## src/rtl/alu_issue_pkg.sv

```systemverilog
`default_nettype none
// ============================================================================
// Module      : alu_issue_pkg
// Description : Shared ALU control codes, MIPS opcode/funct values and
//               operand-forwarding helper for the ID/EX issue stage and ALU.
// Revision    : 1.0 - initial release
// ============================================================================
package alu_issue_pkg;

    // ALU control codes
    localparam logic [3:0] CTL_AND = 4'b0000;
    localparam logic [3:0] CTL_OR  = 4'b0001;
    localparam logic [3:0] CTL_ADD = 4'b0010;
    localparam logic [3:0] CTL_SUB = 4'b0110;
    localparam logic [3:0] CTL_SLT = 4'b0111;
    localparam logic [3:0] CTL_NOR = 4'b1100;
    localparam logic [3:0] CTL_XOR = 4'b1101;
    localparam logic [3:0] CTL_NOP = 4'b1111;   // ALU drives 0

    // Primary opcodes (instr[31:26])
    localparam logic [5:0] OP_RTYPE = 6'h00;
    localparam logic [5:0] OP_BEQ   = 6'h04;
    localparam logic [5:0] OP_BNE   = 6'h05;
    localparam logic [5:0] OP_ADDI  = 6'h08;
    localparam logic [5:0] OP_ADDIU = 6'h09;
    localparam logic [5:0] OP_SLTI  = 6'h0A;
    localparam logic [5:0] OP_ANDI  = 6'h0C;
    localparam logic [5:0] OP_ORI   = 6'h0D;
    localparam logic [5:0] OP_XORI  = 6'h0E;
    localparam logic [5:0] OP_LW    = 6'h23;
    localparam logic [5:0] OP_SW    = 6'h2B;

    // R-type function codes (instr[5:0])
    localparam logic [5:0] FN_ADD  = 6'h20;
    localparam logic [5:0] FN_ADDU = 6'h21;
    localparam logic [5:0] FN_SUB  = 6'h22;
    localparam logic [5:0] FN_SUBU = 6'h23;
    localparam logic [5:0] FN_AND  = 6'h24;
    localparam logic [5:0] FN_OR   = 6'h25;
    localparam logic [5:0] FN_XOR  = 6'h26;
    localparam logic [5:0] FN_NOR  = 6'h27;
    localparam logic [5:0] FN_SLT  = 6'h2A;

    // Operand bypass: MEM result beats WB result beats register file.
    // Register 0 is hard-wired to zero in the file, so it is never bypassed.
    function automatic logic [31:0] fwd_operand(
        input logic [4:0]  idx,
        input logic [31:0] rf_data,
        input logic        mem_en,
        input logic [4:0]  mem_reg,
        input logic [31:0] mem_data,
        input logic        wb_en,
        input logic [4:0]  wb_reg,
        input logic [31:0] wb_data
    );
        logic [31:0] res;
        res = rf_data;
        if (idx != 5'd0) begin
            if (mem_en && (mem_reg == idx)) begin
                res = mem_data;
            end else if (wb_en && (wb_reg == idx)) begin
                res = wb_data;
            end
        end
        return res;
    endfunction

endpackage
`default_nettype wire

```

## src/rtl/alu_issue_decode.sv

```systemverilog
`default_nettype none
// ============================================================================
// Module      : alu_decode
// Description : Combinational opcode/funct decoder producing the ALU control
//               code and the operand/destination selects for the issue stage.
// Revision    : 1.0 - initial release
// ============================================================================
module alu_decode
    import alu_issue_pkg::*;
(
    input  logic [5:0] opcode_i,
    input  logic [5:0] funct_i,
    output logic [3:0] ctl_o,
    output logic       use_imm_o,     // B comes from the immediate
    output logic       zero_ext_o,    // immediate is zero- rather than sign-extended
    output logic       wr_rd_sel_o,   // destination is rd (else rt)
    output logic       wr_en_o,       // instruction class writes a register
    output logic       illegal_o
);

    // Decode table; anything not listed falls through to the illegal response.
    always_comb begin
        ctl_o       = CTL_NOP;
        use_imm_o   = 1'b0;
        zero_ext_o  = 1'b0;
        wr_rd_sel_o = 1'b0;
        wr_en_o     = 1'b0;
        illegal_o   = 1'b0;
        case (opcode_i)
            OP_RTYPE: begin
                wr_rd_sel_o = 1'b1;
                wr_en_o     = 1'b1;
                case (funct_i)
                    FN_ADD, FN_ADDU: ctl_o = CTL_ADD;
                    FN_SUB, FN_SUBU: ctl_o = CTL_SUB;
                    FN_AND:          ctl_o = CTL_AND;
                    FN_OR:           ctl_o = CTL_OR;
                    FN_XOR:          ctl_o = CTL_XOR;
                    FN_NOR:          ctl_o = CTL_NOR;
                    FN_SLT:          ctl_o = CTL_SLT;
                    default: begin
                        ctl_o       = CTL_NOP;
                        wr_rd_sel_o = 1'b0;
                        wr_en_o     = 1'b0;
                        illegal_o   = 1'b1;
                    end
                endcase
            end
            OP_ADDI, OP_ADDIU, OP_LW: begin
                ctl_o     = CTL_ADD;
                use_imm_o = 1'b1;
                wr_en_o   = 1'b1;
            end
            OP_SLTI: begin
                ctl_o     = CTL_SLT;
                use_imm_o = 1'b1;
                wr_en_o   = 1'b1;
            end
            OP_SW: begin
                ctl_o     = CTL_ADD;
                use_imm_o = 1'b1;
            end
            OP_ANDI: begin
                ctl_o      = CTL_AND;
                use_imm_o  = 1'b1;
                zero_ext_o = 1'b1;
                wr_en_o    = 1'b1;
            end
            OP_ORI: begin
                ctl_o      = CTL_OR;
                use_imm_o  = 1'b1;
                zero_ext_o = 1'b1;
                wr_en_o    = 1'b1;
            end
            OP_XORI: begin
                ctl_o      = CTL_XOR;
                use_imm_o  = 1'b1;
                zero_ext_o = 1'b1;
                wr_en_o    = 1'b1;
            end
            OP_BEQ, OP_BNE: begin
                ctl_o = CTL_SUB;
            end
            default: begin
                illegal_o = 1'b1;
            end
        endcase
    end

endmodule
`default_nettype wire

```

## src/rtl/alu_issue.sv

```systemverilog
`default_nettype none
// ============================================================================
// Module      : alu_issue
// Description : ID/EX pipeline register for the ALU. Decodes opcode/funct,
//               bypasses MEM/WB results onto rs/rt, extends the immediate,
//               selects operand B and registers everything with stall/flush.
// Revision    : 1.0 - initial release
// ============================================================================
module alu_issue
    import alu_issue_pkg::*;
#(
    parameter int XLEN     = 32,   // only 32 is supported
    parameter int REG_BITS = 5
) (
    input  logic                clk,
    input  logic                reset,
    input  logic                id_valid,
    input  logic [5:0]          id_opcode,
    input  logic [5:0]          id_funct,
    input  logic [REG_BITS-1:0] id_rs,
    input  logic [REG_BITS-1:0] id_rt,
    input  logic [REG_BITS-1:0] id_rd,
    input  logic [15:0]         id_imm,
    input  logic [XLEN-1:0]     id_rs_data,
    input  logic [XLEN-1:0]     id_rt_data,
    input  logic                stall,
    input  logic                flush,
    input  logic                mem_wr_en,
    input  logic [REG_BITS-1:0] mem_wr_reg,
    input  logic [XLEN-1:0]     mem_wr_data,
    input  logic                wb_wr_en,
    input  logic [REG_BITS-1:0] wb_wr_reg,
    input  logic [XLEN-1:0]     wb_wr_data,
    output logic                ex_valid,
    output logic [3:0]          ex_ctl,
    output logic [XLEN-1:0]     ex_a,
    output logic [XLEN-1:0]     ex_b,
    output logic                ex_wr_en,
    output logic [REG_BITS-1:0] ex_wr_reg,
    output logic                ex_illegal
);

    logic [3:0]          dec_ctl;
    logic                dec_use_imm;
    logic                dec_zero_ext;
    logic                dec_wr_rd_sel;
    logic                dec_wr_en;
    logic                dec_illegal;

    logic [XLEN-1:0]     rs_fwd;
    logic [XLEN-1:0]     rt_fwd;
    logic [XLEN-1:0]     imm_ext;
    logic [XLEN-1:0]     opb;
    logic [REG_BITS-1:0] dst;

    logic                valid_q,   valid_d;
    logic [3:0]          ctl_q,     ctl_d;
    logic [XLEN-1:0]     a_q,       a_d;
    logic [XLEN-1:0]     b_q,       b_d;
    logic                wr_en_q,   wr_en_d;
    logic [REG_BITS-1:0] wr_reg_q,  wr_reg_d;
    logic                illegal_q, illegal_d;

    alu_decode u_decode (
        .opcode_i    (id_opcode),
        .funct_i     (id_funct),
        .ctl_o       (dec_ctl),
        .use_imm_o   (dec_use_imm),
        .zero_ext_o  (dec_zero_ext),
        .wr_rd_sel_o (dec_wr_rd_sel),
        .wr_en_o     (dec_wr_en),
        .illegal_o   (dec_illegal)
    );

    // Operand bypass, immediate extension, B select and destination select.
    always_comb begin
        rs_fwd  = fwd_operand(id_rs, id_rs_data, mem_wr_en, mem_wr_reg, mem_wr_data,
                              wb_wr_en, wb_wr_reg, wb_wr_data);
        rt_fwd  = fwd_operand(id_rt, id_rt_data, mem_wr_en, mem_wr_reg, mem_wr_data,
                              wb_wr_en, wb_wr_reg, wb_wr_data);
        imm_ext = dec_zero_ext ? {{(XLEN-16){1'b0}}, id_imm}
                               : {{(XLEN-16){id_imm[15]}}, id_imm};
        opb     = dec_use_imm ? imm_ext : rt_fwd;
        // Illegal instructions get no destination so nothing downstream can write.
        if (dec_illegal) begin
            dst = '0;
        end else if (dec_wr_rd_sel) begin
            dst = id_rd;
        end else begin
            dst = id_rt;
        end
    end

    // EX register next state: flush beats stall beats load; an empty slot loads a bubble.
    always_comb begin
        valid_d   = valid_q;
        ctl_d     = ctl_q;
        a_d       = a_q;
        b_d       = b_q;
        wr_en_d   = wr_en_q;
        wr_reg_d  = wr_reg_q;
        illegal_d = illegal_q;
        if (flush || (!stall && !id_valid)) begin
            valid_d   = 1'b0;
            ctl_d     = CTL_NOP;
            a_d       = '0;
            b_d       = '0;
            wr_en_d   = 1'b0;
            wr_reg_d  = '0;
            illegal_d = 1'b0;
        end else if (!stall) begin
            valid_d   = 1'b1;
            ctl_d     = dec_ctl;
            a_d       = rs_fwd;
            b_d       = opb;
            wr_en_d   = dec_wr_en && (dst != '0);
            wr_reg_d  = dst;
            illegal_d = dec_illegal;
        end
    end

    // EX register; reset forces a bubble immediately, discarding any held instruction.
    always_ff @(posedge clk or posedge reset) begin
        if (reset) begin
            valid_q   <= 1'b0;
            ctl_q     <= CTL_NOP;
            a_q       <= '0;
            b_q       <= '0;
            wr_en_q   <= 1'b0;
            wr_reg_q  <= '0;
            illegal_q <= 1'b0;
        end else begin
            valid_q   <= valid_d;
            ctl_q     <= ctl_d;
            a_q       <= a_d;
            b_q       <= b_d;
            wr_en_q   <= wr_en_d;
            wr_reg_q  <= wr_reg_d;
            illegal_q <= illegal_d;
        end
    end

    assign ex_valid   = valid_q;
    assign ex_ctl     = ctl_q;
    assign ex_a       = a_q;
    assign ex_b       = b_q;
    assign ex_wr_en   = wr_en_q;
    assign ex_wr_reg  = wr_reg_q;
    assign ex_illegal = illegal_q;

endmodule
`default_nettype wire
```

## config.mk

```make
export PLATFORM = sky130hd
export DESIGN_NAME = alu_issue
export DESIGN_NICKNAME = d
export VERILOG_FILES = /design/src/rtl/alu_issue_pkg.sv /design/src/rtl/alu_issue_decode.sv /design/src/rtl/alu_issue.sv
export SDC_FILE = /design/constraint.sdc
export NUM_CORES = 1
export LEC_CHECK = 0
export ABC_AREA = 1
export CORE_UTILIZATION = 45
export CTS_BUF_LIST = sky130_fd_sc_hd__clkbuf_4
export DETAILED_ROUTE_END_ITERATION = 7
export PLACE_DENSITY = 0.87
export SLEW_MARGIN = 20
export SYNTH_ARGS = -nofsm -noshare
export SYNTH_HDL_FRONTEND = slang
export SYNTH_SLANG_ARGS = --single-unit
```

## constraint.sdc

```tcl
create_clock -name clk -period 5.3 [get_ports clk]
set_clock_uncertainty 0.2 [all_clocks]
set_input_delay 1.06 -clock clk [delete_from_list [all_inputs] [get_ports clk]]
set_output_delay 1.06 -clock clk [all_outputs]
set_load 0.02 [all_outputs]
```

==> results of run 1 <==
-- cells by family after synthesis --
| family | count (synthesis) |
|---|---|
| AO/OA/AOI/OAI | 31 |
| XOR/XNOR | 5 |
| buffers and inverters | 125 |
| flip-flops | 76 |
| AND/OR/NAND/NOR | 697 |
-- final cells by class --
| class | count | area [um2] |
|---|---|---|
| clock buffer | 11 | 82.6 |
| clock inverter | 5 | 85.1 |
| fill | 1060 | 3580 |
| inverter | 65 | 245 |
| multi-input combinational | 733 | 3280 |
| sequential | 76 | 1910 |
| tap | 168 | 210 |
| timing repair buffer | 275 | 2720 |
-- worst paths after layout --
| check | startpoint | end | slack, ns | cells past startpoint |
|---|---|---|---|---|
| setup / recovery | mem_wr_reg[3] | ex_a[4] | 1.51 | 9 |
| hold / removal | ex_a[15] | ex_a[15] | 0.29 | 2 |
| setup reg to reg | ex_ctl[2] | ex_ctl[2] | 4.27 | 2 |
| hold reg to reg | ex_a[15] | ex_a[15] | 0.29 | 2 |
| max in group asynchronous | reset | ex_a[3] | 3.09 | 3 |
| min in group asynchronous | reset | ex_b[19] | 0.81 | 2 |
-- worst reg2reg max path, delay by kind of cell (launching register included) --
kind / cells / cell delay (ns)
DFF: 1 / 0.56
AOI/OAI and AO/OA: 1 / 0.16
and+or+nand+nor: 1 / 0.04
-- cell usage after synthesis --
cell type  instances  area share, %
nor2_4             1           0.20
nand4_1           67            7.4
inv_1             61            4.1
a41oi_1            3           0.47
buf_2             16            1.4
nor2_1           128            8.5
nor3_2             1           0.18
nand3_1          110            9.8
nor2_2             5           0.56
xor2_1             5           0.78
dfstp_2            4            1.9
o22ai_1            4           0.44
o21ai_0            8           0.71
o21ai_1            6           0.53
nand2_1          378             25
buf_4              4           0.53
a21oi_1            4           0.36
a21oi_2            2           0.31
nor3_1             1          0.089
o21bai_1           2           0.27
clkbuf_1          40            2.7
a21oi_4            1           0.29
inv_2              4           0.27
and3_1             1           0.11
o311a_1            1           0.18
dfrtp_1           72             32
nand3_2            3           0.53
or2_1              2           0.22
-- layer usage --
| layer | track usage [%] | vias up | part of all wire (%) |
|---|---|---|---|
| li1 | - | 3445 | - |
| met1 | 43.0 | 3276 | 41 |
| met2 | 55.0 | 422 | 46 |
| met3 | 6.96 | 68 | 9.5 |
| met4 | 13.6 | 0 | 3.8 |
| met5 | 0 | - | 0 |
-- stage by stage --
stage	total power [mW]	instances
after global routing	1.74	1333
after floorplan	0.916	934
after detailed placement	1.23	1317
after global placement	1.22	1317
after CTS	1.66	1333
final	1.66	1333
-- report_power, final --
part | total (mW) | switching (mW) | internal (mW)
logic | 0.572 | 0.301 | 0.270
registers | 0.652 | 0.0263 | 0.625
clock network | 0.437 | 0.232 | 0.205
==> metrics, run 1 <==
status completed; routed via count 7211; Setup WS pre-CTS 1.04 ns; diode count 0; pin count of the biggest net entering global routing 74; main combinational cell family by area after synthesis simple AND/OR/NAND/NOR gates; CTS Buf Count 9; row count 40; Final Setup Violations 0; final instance area 8540 um2; GPL Wtd Cong 0.937; CP Buf/Inv Count 2; DP Wirelength around 15 mm; DIE HEIGHT 114 um; Worst-Skew Late Latency 0.44 ns; Pwr Density 195 nW/um2; Yosys reg bits 76; Core Area ~12000 um2; CTS tree yes; max_cap viols 0; Worst slew margin 44.0%; Max FO, Critical Path 32; drt first pass iters 6; overall routed net length ~21 mm; residual DRC count 0; Worst EP arrival 3.93 ns; Ys Warns 0; kind of critical path in2reg; Cell Chain, Critical Path clkdlybuf4s50_1 -> or2_1 -> a21oi_4 -> buf_4 -> nand3_2 -> a21oi_4 -> nand3_1 -> nand3_1 -> nand2_1; vias in the first global route 6866; die width approximately 110 um; post-synthesis xor/xnor area fraction 0.778%; Max IR drop VDD 0.137 mV; Post-CTS Hold Fix Bufs 0; slack of the critical path approximately 1.5 ns; Initial Util a little under half; Synth Area in Compound Gates 3.56%; Final TNS setup 0 ns; critical path endpoint category flop; Synth cell types 28; delay-heaviest family, CP simple AND/OR/NAND/NOR gates; Final Max Tran Viols 0; Post-Synthesis Cells around 930; initial antenna violation count 0; CTS H-tree lvls 3; IO buf count 263; dpl cell area 8360 um2; DR WL/cell 16.1 um; Post-Synth Adder-Cell Area 0%; final worst path period share 71.6%; GRT Total Usage 33.4%; DRT iter0 DRCs between 700 and 800; fin util 70.5%; Avg Inst Size Synth around 6.0 um2; fraction of synthesized area in multiplexers 0%; first-pass GRT wire length 33.9 mm; Hold Violations, Final 0; share of cells above drive strength 1 4.81%; FMAX 264 MHz; Vias/cell 5.41; Post-Synth Simple-Gate Area 52.8%; number of nets with antenna violations after routing 0; nets 1348; clk buf depth 2; postcts setup bufs 0; min cycle time layout around 3.8 ns; top-level port count 264; Clock Root Buffer clkbuf_4; Worst-Margin Slew 0.838 ns; clock-pin slew on the worst setup and hold paths roughly 0.13 ns; PostCTS Resize Cnt 0; Seq/Total Area, Yosys between 30% and 40%; crit start category input pin; Post-Syn Area 5630 um2; final hold slack 0.295 ns; Layout area overhead 51.6%; CP max stage delay approximately 0.80 ns; critical path's slowest cell a21oi_4; Req. time, crit path 5.43 ns; RSZ-0062 raised after global routing no; Leak Pwr 4.28 nW; Min-Delay Path Class reg2reg; clock sink count between 70 and 80; DIE AREA 13000 um2; grt ovf 0; syn nets 1122; most frequent cells in the layout nand2_1, clkdlybuf4s50_1, nor2_1, nand3_1, dfrtp_1; commonest non-fill, non-tap cell in the layout nand2_1
Note: power is estimated with default switching activity, not from simulation.
==> run 2, diff against run 1 <==
CORE_UTILIZATION = 43   (was 45)
PLACE_DENSITY = 0.83   (was 0.87)
clock period = 3.8 ns   (was 5.3 ns; I/O delays follow)
==> run 2 against run 1 <==
  * Register-to-register slack got worse by 1.5 ns
  * Utilization fell by 2.3 points
  * Via count fell by 2.1%
  * Clock power rose by 53%
  * Sequential cell count did not move
  * Non-clock buffer count rose by 6
  * Cell area rose by 1.2%
  * Sequential power rose by 40%
  * Final cell count rose by 0.83%
  * Power rose by 43%
  * Critical endpoint is now ex_b[9]
==> metrics, run 2 (synthesis gave the netlist of run 1 again) <==
Final TNS setup 0 ns (unchanged); R2R depth 2 (unchanged); drt first pass iters 7 (was 6); Worst slew margin 50.1% (was 44.0%); Clock Power Share 28.1% (was 26.3%); RSZ-0062 raised after global routing no (unchanged); most frequent cells in the layout nand2_1, clkdlybuf4s50_1, nor2_1, nand3_1, dfrtp_1 (unchanged); Core Area 12700 um2 (was 12100 um2); clock-pin slew on the worst setup and hold paths 0.14 ns (was 0.13 ns); R2R Setup Slk 2.77 ns (was 4.27 ns); cell count after placement 1327 (was 1317); Min-Delay Path Class reg2reg (unchanged); overall routed net length 21.6 mm (was 21.5 mm); pin count of the biggest net entering global routing 65 (was 74); top-level port count 264 (unchanged); share of cells above drive strength 1 4.95% (was 4.81%); Final Max Tran Viols 0 (unchanged); Clock Root Buffer clkbuf_4 (unchanged); Worst-Margin Slew 0.746 ns (was 0.838 ns); die width 116 um (was 114 um); kind of critical path in2reg (unchanged); PostCTS Resize Cnt 0 (unchanged); first-pass GRT wire length 33.5 mm (was 33.9 mm); DIE AREA 13600 um2 (was 13000 um2); non-filler instance count after layout 1344 (was 1333); final worst path period share between 70% and 80%; grt ovf 0 (unchanged); Worst-Skew Late Latency 0.47 ns (was 0.44 ns); IO buf count 263 (unchanged); Hold Path End ex_a[16] (was ex_a[15]); routed via count 7058 (was 7211); Layout area overhead 53.4% (was 51.6%); DR WL/cell 16.1 um (about the same); Worst EP arrival 3.15 ns (was 3.93 ns); Crit. Startpoint id_rt[3] (was mem_wr_reg[3]); clk buf depth 2 (unchanged); Final Setup Violations 0 (unchanged); Max FO, Critical Path 33 (was 32); Req. time, crit path 3.98 ns (was 5.43 ns); postcts setup bufs 0 (unchanged); GPL Wtd Cong 0.923 (was 0.937); crit start category input pin (unchanged); Hold Violations, Final 0 (unchanged); critical path endpoint category flop (unchanged); DP Wirelength 15.7 mm (was 15.3 mm); clock sink count 76 (unchanged); number of nets with antenna violations after routing 0 (unchanged); DRT iter0 DRCs 694 (was 748); FF-to-FF End ex_ctl[0] (was ex_ctl[2]); GRT Total Usage 32.3% (was 33.4%); nets 1354 (was 1348); residual DRC count 0 (unchanged); Seq pwr share 38.3% (was 39.3%); status completed (unchanged); Pwr Density 276 nW/um2 (was 195 nW/um2); Hold Crit Start ex_a[16] (was ex_a[15]); CTS Buf Count 9 (unchanged); Max IR drop VDD 0.192 mV (was 0.137 mV); commonest non-fill, non-tap cell in the layout nand2_1 (unchanged); min cycle time layout roughly 3.0 ns; part of the power in combinational logic 33.6% (was 34.4%); DIE HEIGHT 116 um (was 114 um); Worst Hold Path Cells 2 (unchanged); CTS tree yes (unchanged); vias in the first global route 6565 (was 6866); Sw Share 33.3% (was 33.7%); Initial Util 44.4% (was 46.5%); CTS H-tree lvls 3 (unchanged); Leak Pwr 4.33 nW (was 4.28 nW); Vias/cell 5.25 (was 5.41); Post-CTS Hold Fix Bufs 0 (unchanged); fill cell count 1175 (was 1060); max_cap viols 0 (unchanged); row count 41 (was 40); P_int 1.59 mW (was 1.10 mW); Pwr Total 2.38 mW (was 1.66 mW); switching power total 793 uW (was 560 uW); Reg-to-Reg Start ex_ctl[0] (was ex_ctl[2]); FMAX 337 MHz; fin util 68.1% (was 70.5%); initial antenna violation count 1 (was 0)
-- run 2: worst max path at each step --
stage | end | cells after the start | slack [ns]
2_1_floorplan | ex_a[0] | 1 | 0.91
3_3_place_gp | ex_b[9] | 11 | 0.38
3_5_place_dp | ex_b[9] | 11 | 0.32
4_1_cts | ex_b[9] | 11 | 0.84
5_1_grt | ex_b[4] | 12 | 0.62
6_report | ex_b[9] | 11 | 0.83
-- run 2: power groups by stage --
stage | Clock [mW] | Sequential (mW) | Combinational [mW]
final | 0.669 | 0.911 | 0.800
after global routing | 0.701 | 0.918 | 0.867
after CTS | 0.673 | 0.910 | 0.801
after detailed placement | 0 | 0.924 | 0.797
after global placement | 0 | 0.924 | 0.788
after floorplan | 0 | 0.999 | 0.278
-- run 2: critical path, cell delays in order --
cell and delay [ns]:
clkdlybuf4s50_1 0.50, xor2_1 0.21, nor2_4 0.60, nand3_1 0.14
nand2_1 0.09, nand2_1 0.28, buf_12 0.28, nand2_1 0.08
nand3_1 0.08, nand2_1 0.07, nand2_1 0.05
-- run 2: layout make-up --
type                            instances  area [um2]  area share [%]
Antenna cell                            1        2.50          0.0290
Clock buffer                            9        67.6           0.782
Clock inverter                          7         114            1.32
Inverter                               65         245            2.84
Multi-Input combinational cell        733        3280            38.0
Sequential cell                        76        1910            22.1
Tap cell                              172         215            2.49
Timing Repair Buffer                  281        2810            32.5
-- run 2: metrics by stage --
stage | hold WS, ns | setup slack [ns] | cell area [um2]
after floorplan | 0.332 | 0.908 | 5630
after global routing | 0.318 | 0.625 | 8630
final | 0.294 | 0.832 | 8630
after global placement | 0.261 | 0.382 | 8450
after detailed placement | 0.264 | 0.317 | 8450
after CTS | 0.297 | 0.842 | 8630
-- run 2: layer usage --
layer | wire (um) | share of wire [%] | GRT usage (%) | vias to the layer above
met5 | 0 | 0 | 0 | -
met3 | 2030 | 9.4 | 6.59 | 66
met1 | 8860 | 41 | 41.1 | 3142
met4 | 963 | 4.5 | 17.5 | 0
li1 | - | - | - | 3465
met2 | 9760 | 45 | 51.6 | 385
==> variant (flow settings as in run 2) <==
`a_q` and `b_q` no longer have a reset.
--- a/src/rtl/alu_issue.sv
+++ b/src/rtl/alu_issue.sv
@@ -124,20 +124,21 @@
         if (reset) begin
             valid_q   <= 1'b0;
             ctl_q     <= CTL_NOP;
-            a_q       <= '0;
-            b_q       <= '0;
             wr_en_q   <= 1'b0;
             wr_reg_q  <= '0;
             illegal_q <= 1'b0;
         end else begin
             valid_q   <= valid_d;
             ctl_q     <= ctl_d;
-            a_q       <= a_d;
-            b_q       <= b_d;
             wr_en_q   <= wr_en_d;
             wr_reg_q  <= wr_reg_d;
             illegal_q <= illegal_d;
         end
+    end
+
+    always_ff @(posedge clk) begin
+        a_q <= a_d;
+        b_q <= b_d;
     end
 
     assign ex_valid   = valid_q;
Behaviour: not the same (Yosys sat finds a counterexample within 4 cycles, from zero or initial values and one cycle with reset high).
==> variant against run 2 <==
- routed wire length decreased by 2.2%
- sequential cell count unchanged
- critical path depth is 1 lower
- final area shrank 3.8%
- sequential power is 3.8% lower
- area after synthesis decreased by 4.1%
- power shrank 14%
- setup slack improved by 0.36 ns
- global-route usage shrank 0.59 points
- die area down 4.0%
==> variant: results (changes against run 2) <==
compound-gate portion of the synthesized area=0.1163 (+0.08076); Initial DRC Count=765 (+10%); status=completed; aggregate routed wire length=21140 µm (-2.2%); register area share after synthesis=0.2938 (-0.04488); largest net degree at the start of global routing=51 (-22%); GPL Wtd Cong=0.9467 (+2.5%); Post-synth top flop=dfxtp_1; share of cells above drive strength 1=0.05439 (+0.004863); Worst Hold Launch=ex_a[3]; worst hold endpoint=ex_a[3]; drt pass-1 iters=6 (-1); vias in the first global route=6550 (-0.23%); Worst Path Max Fanout=21 (-36%); hold slack=0.2613 ns (-0.03227 ns); first-pass GRT wire length=32050 µm (-4.2%); r2r startpoint=ex_ctl[2]; leak pwr=0.004050 µW (-6.4%); asr flop ratio synth=0.1579 (-0.8421); syn_nets=1135 (+1.2%); via count=7131 (+1.0%); setup slack, reg-to-reg=2.85 ns (+0.08 ns); slowest CP cell=clkdlybuf4s50_1; Synth area leaders=dfxtp_1, nand2_1, nand3_1; synth unique cells=27 (-3.6%); Sw Ratio=0.3447 (+0.01148)
## variant: cell count changes after synthesis, moves of 4 or more
cell      before  now
inv_2          4    8
nand3_1      110  114
a21oi_1        4   50
nor2_1       128   66
dfxtp_1        0   64
o21ai_0        8   64
clkbuf_1      40   32
nand4_1       67   53
nand2_1      378  302
inv_1         61  135
xor2_1         5    0
o21ai_1        6    2
dfrtp_1       72    8
## variant: stage by stage
stage / std cells / instance area, µm² / setup slack, ns / utilization
floorplan: 947 / 5400 / 1.581 / -
global placement: 1347 / 8202 / 0.7624 / 0.6772
detailed placement: 1347 / 8202 / 0.7103 / 0.6772
CTS: 1363 / 8309 / 1.191 / 0.6861
global route: 1363 / 8309 / 1.027 / 0.6861
finish: 1363 / 8309 / 1.188 / 0.6861
## variant: metal layers
metal / GRT usage / vias to the layer above / share of wire
met4: 0.1238 / 2 / 0.039
met5: 0 / - / 0.00061
met1: 0.3727 / 3146 / 0.40
li1: - / 3509 / -
met2: 0.5580 / 408 / 0.47
met3: 0.07464 / 66 / 0.092
## variant: worst max path at each step
| stage | slack (ns) | start | cells past startpoint | to |
|---|---|---|---|---|
| global route | 1.03 | id_rt[0] | 12 | ex_b[24] |
| floorplan | 1.58 | id_rs[3] | 9 | ex_a[10] |
| global placement | 0.76 | id_rs[0] | 10 | ex_a[26] |
| detailed placement | 0.71 | id_rs[0] | 10 | ex_a[26] |
| finish | 1.19 | id_rs[3] | 10 | ex_a[11] |
| CTS | 1.19 | ex_ctl[1] | 1 | ex_ctl[1] |
## variant: layout make-up
| class | count | area (µm²) |
|---|---|---|
| well taps | 168 | 210.2 |
| fillers | 1142 | 3802 |
| clock buffers | 10 | 75.07 |
| inverters | 143 | 536.8 |
| clock inverters | 6 | 32.53 |
| multi-input cells | 675 | 3070 |
| flip-flops and latches | 76 | 1587 |
| repair buffers | 285 | 2798 |
## variant: power groups by stage
stage | Combinational [µW] | Clock [µW] | Sequential [µW]
global route | 787 | 484 | 881
floorplan | 265 | 0 | 948
finish | 729 | 440 | 876
detailed placement | 722 | 0 | 892
CTS | 726 | 442 | 876
global placement | 719 | 0 | 892
## variant: tightest hold or removal path, delay by kind of cell (launching register included)
family           cells  cell delay (ns)
AND/OR/NAND/NOR      2             0.10
flip-flops           1             0.34
## variant: cells by family after synthesis
| kind of cell | Yosys count |
|---|---|
| AO/OA/AOI/OAI | 123 |
| flip-flops | 76 |
| AND/OR/NAND/NOR | 552 |
| buffers and inverters | 196 |
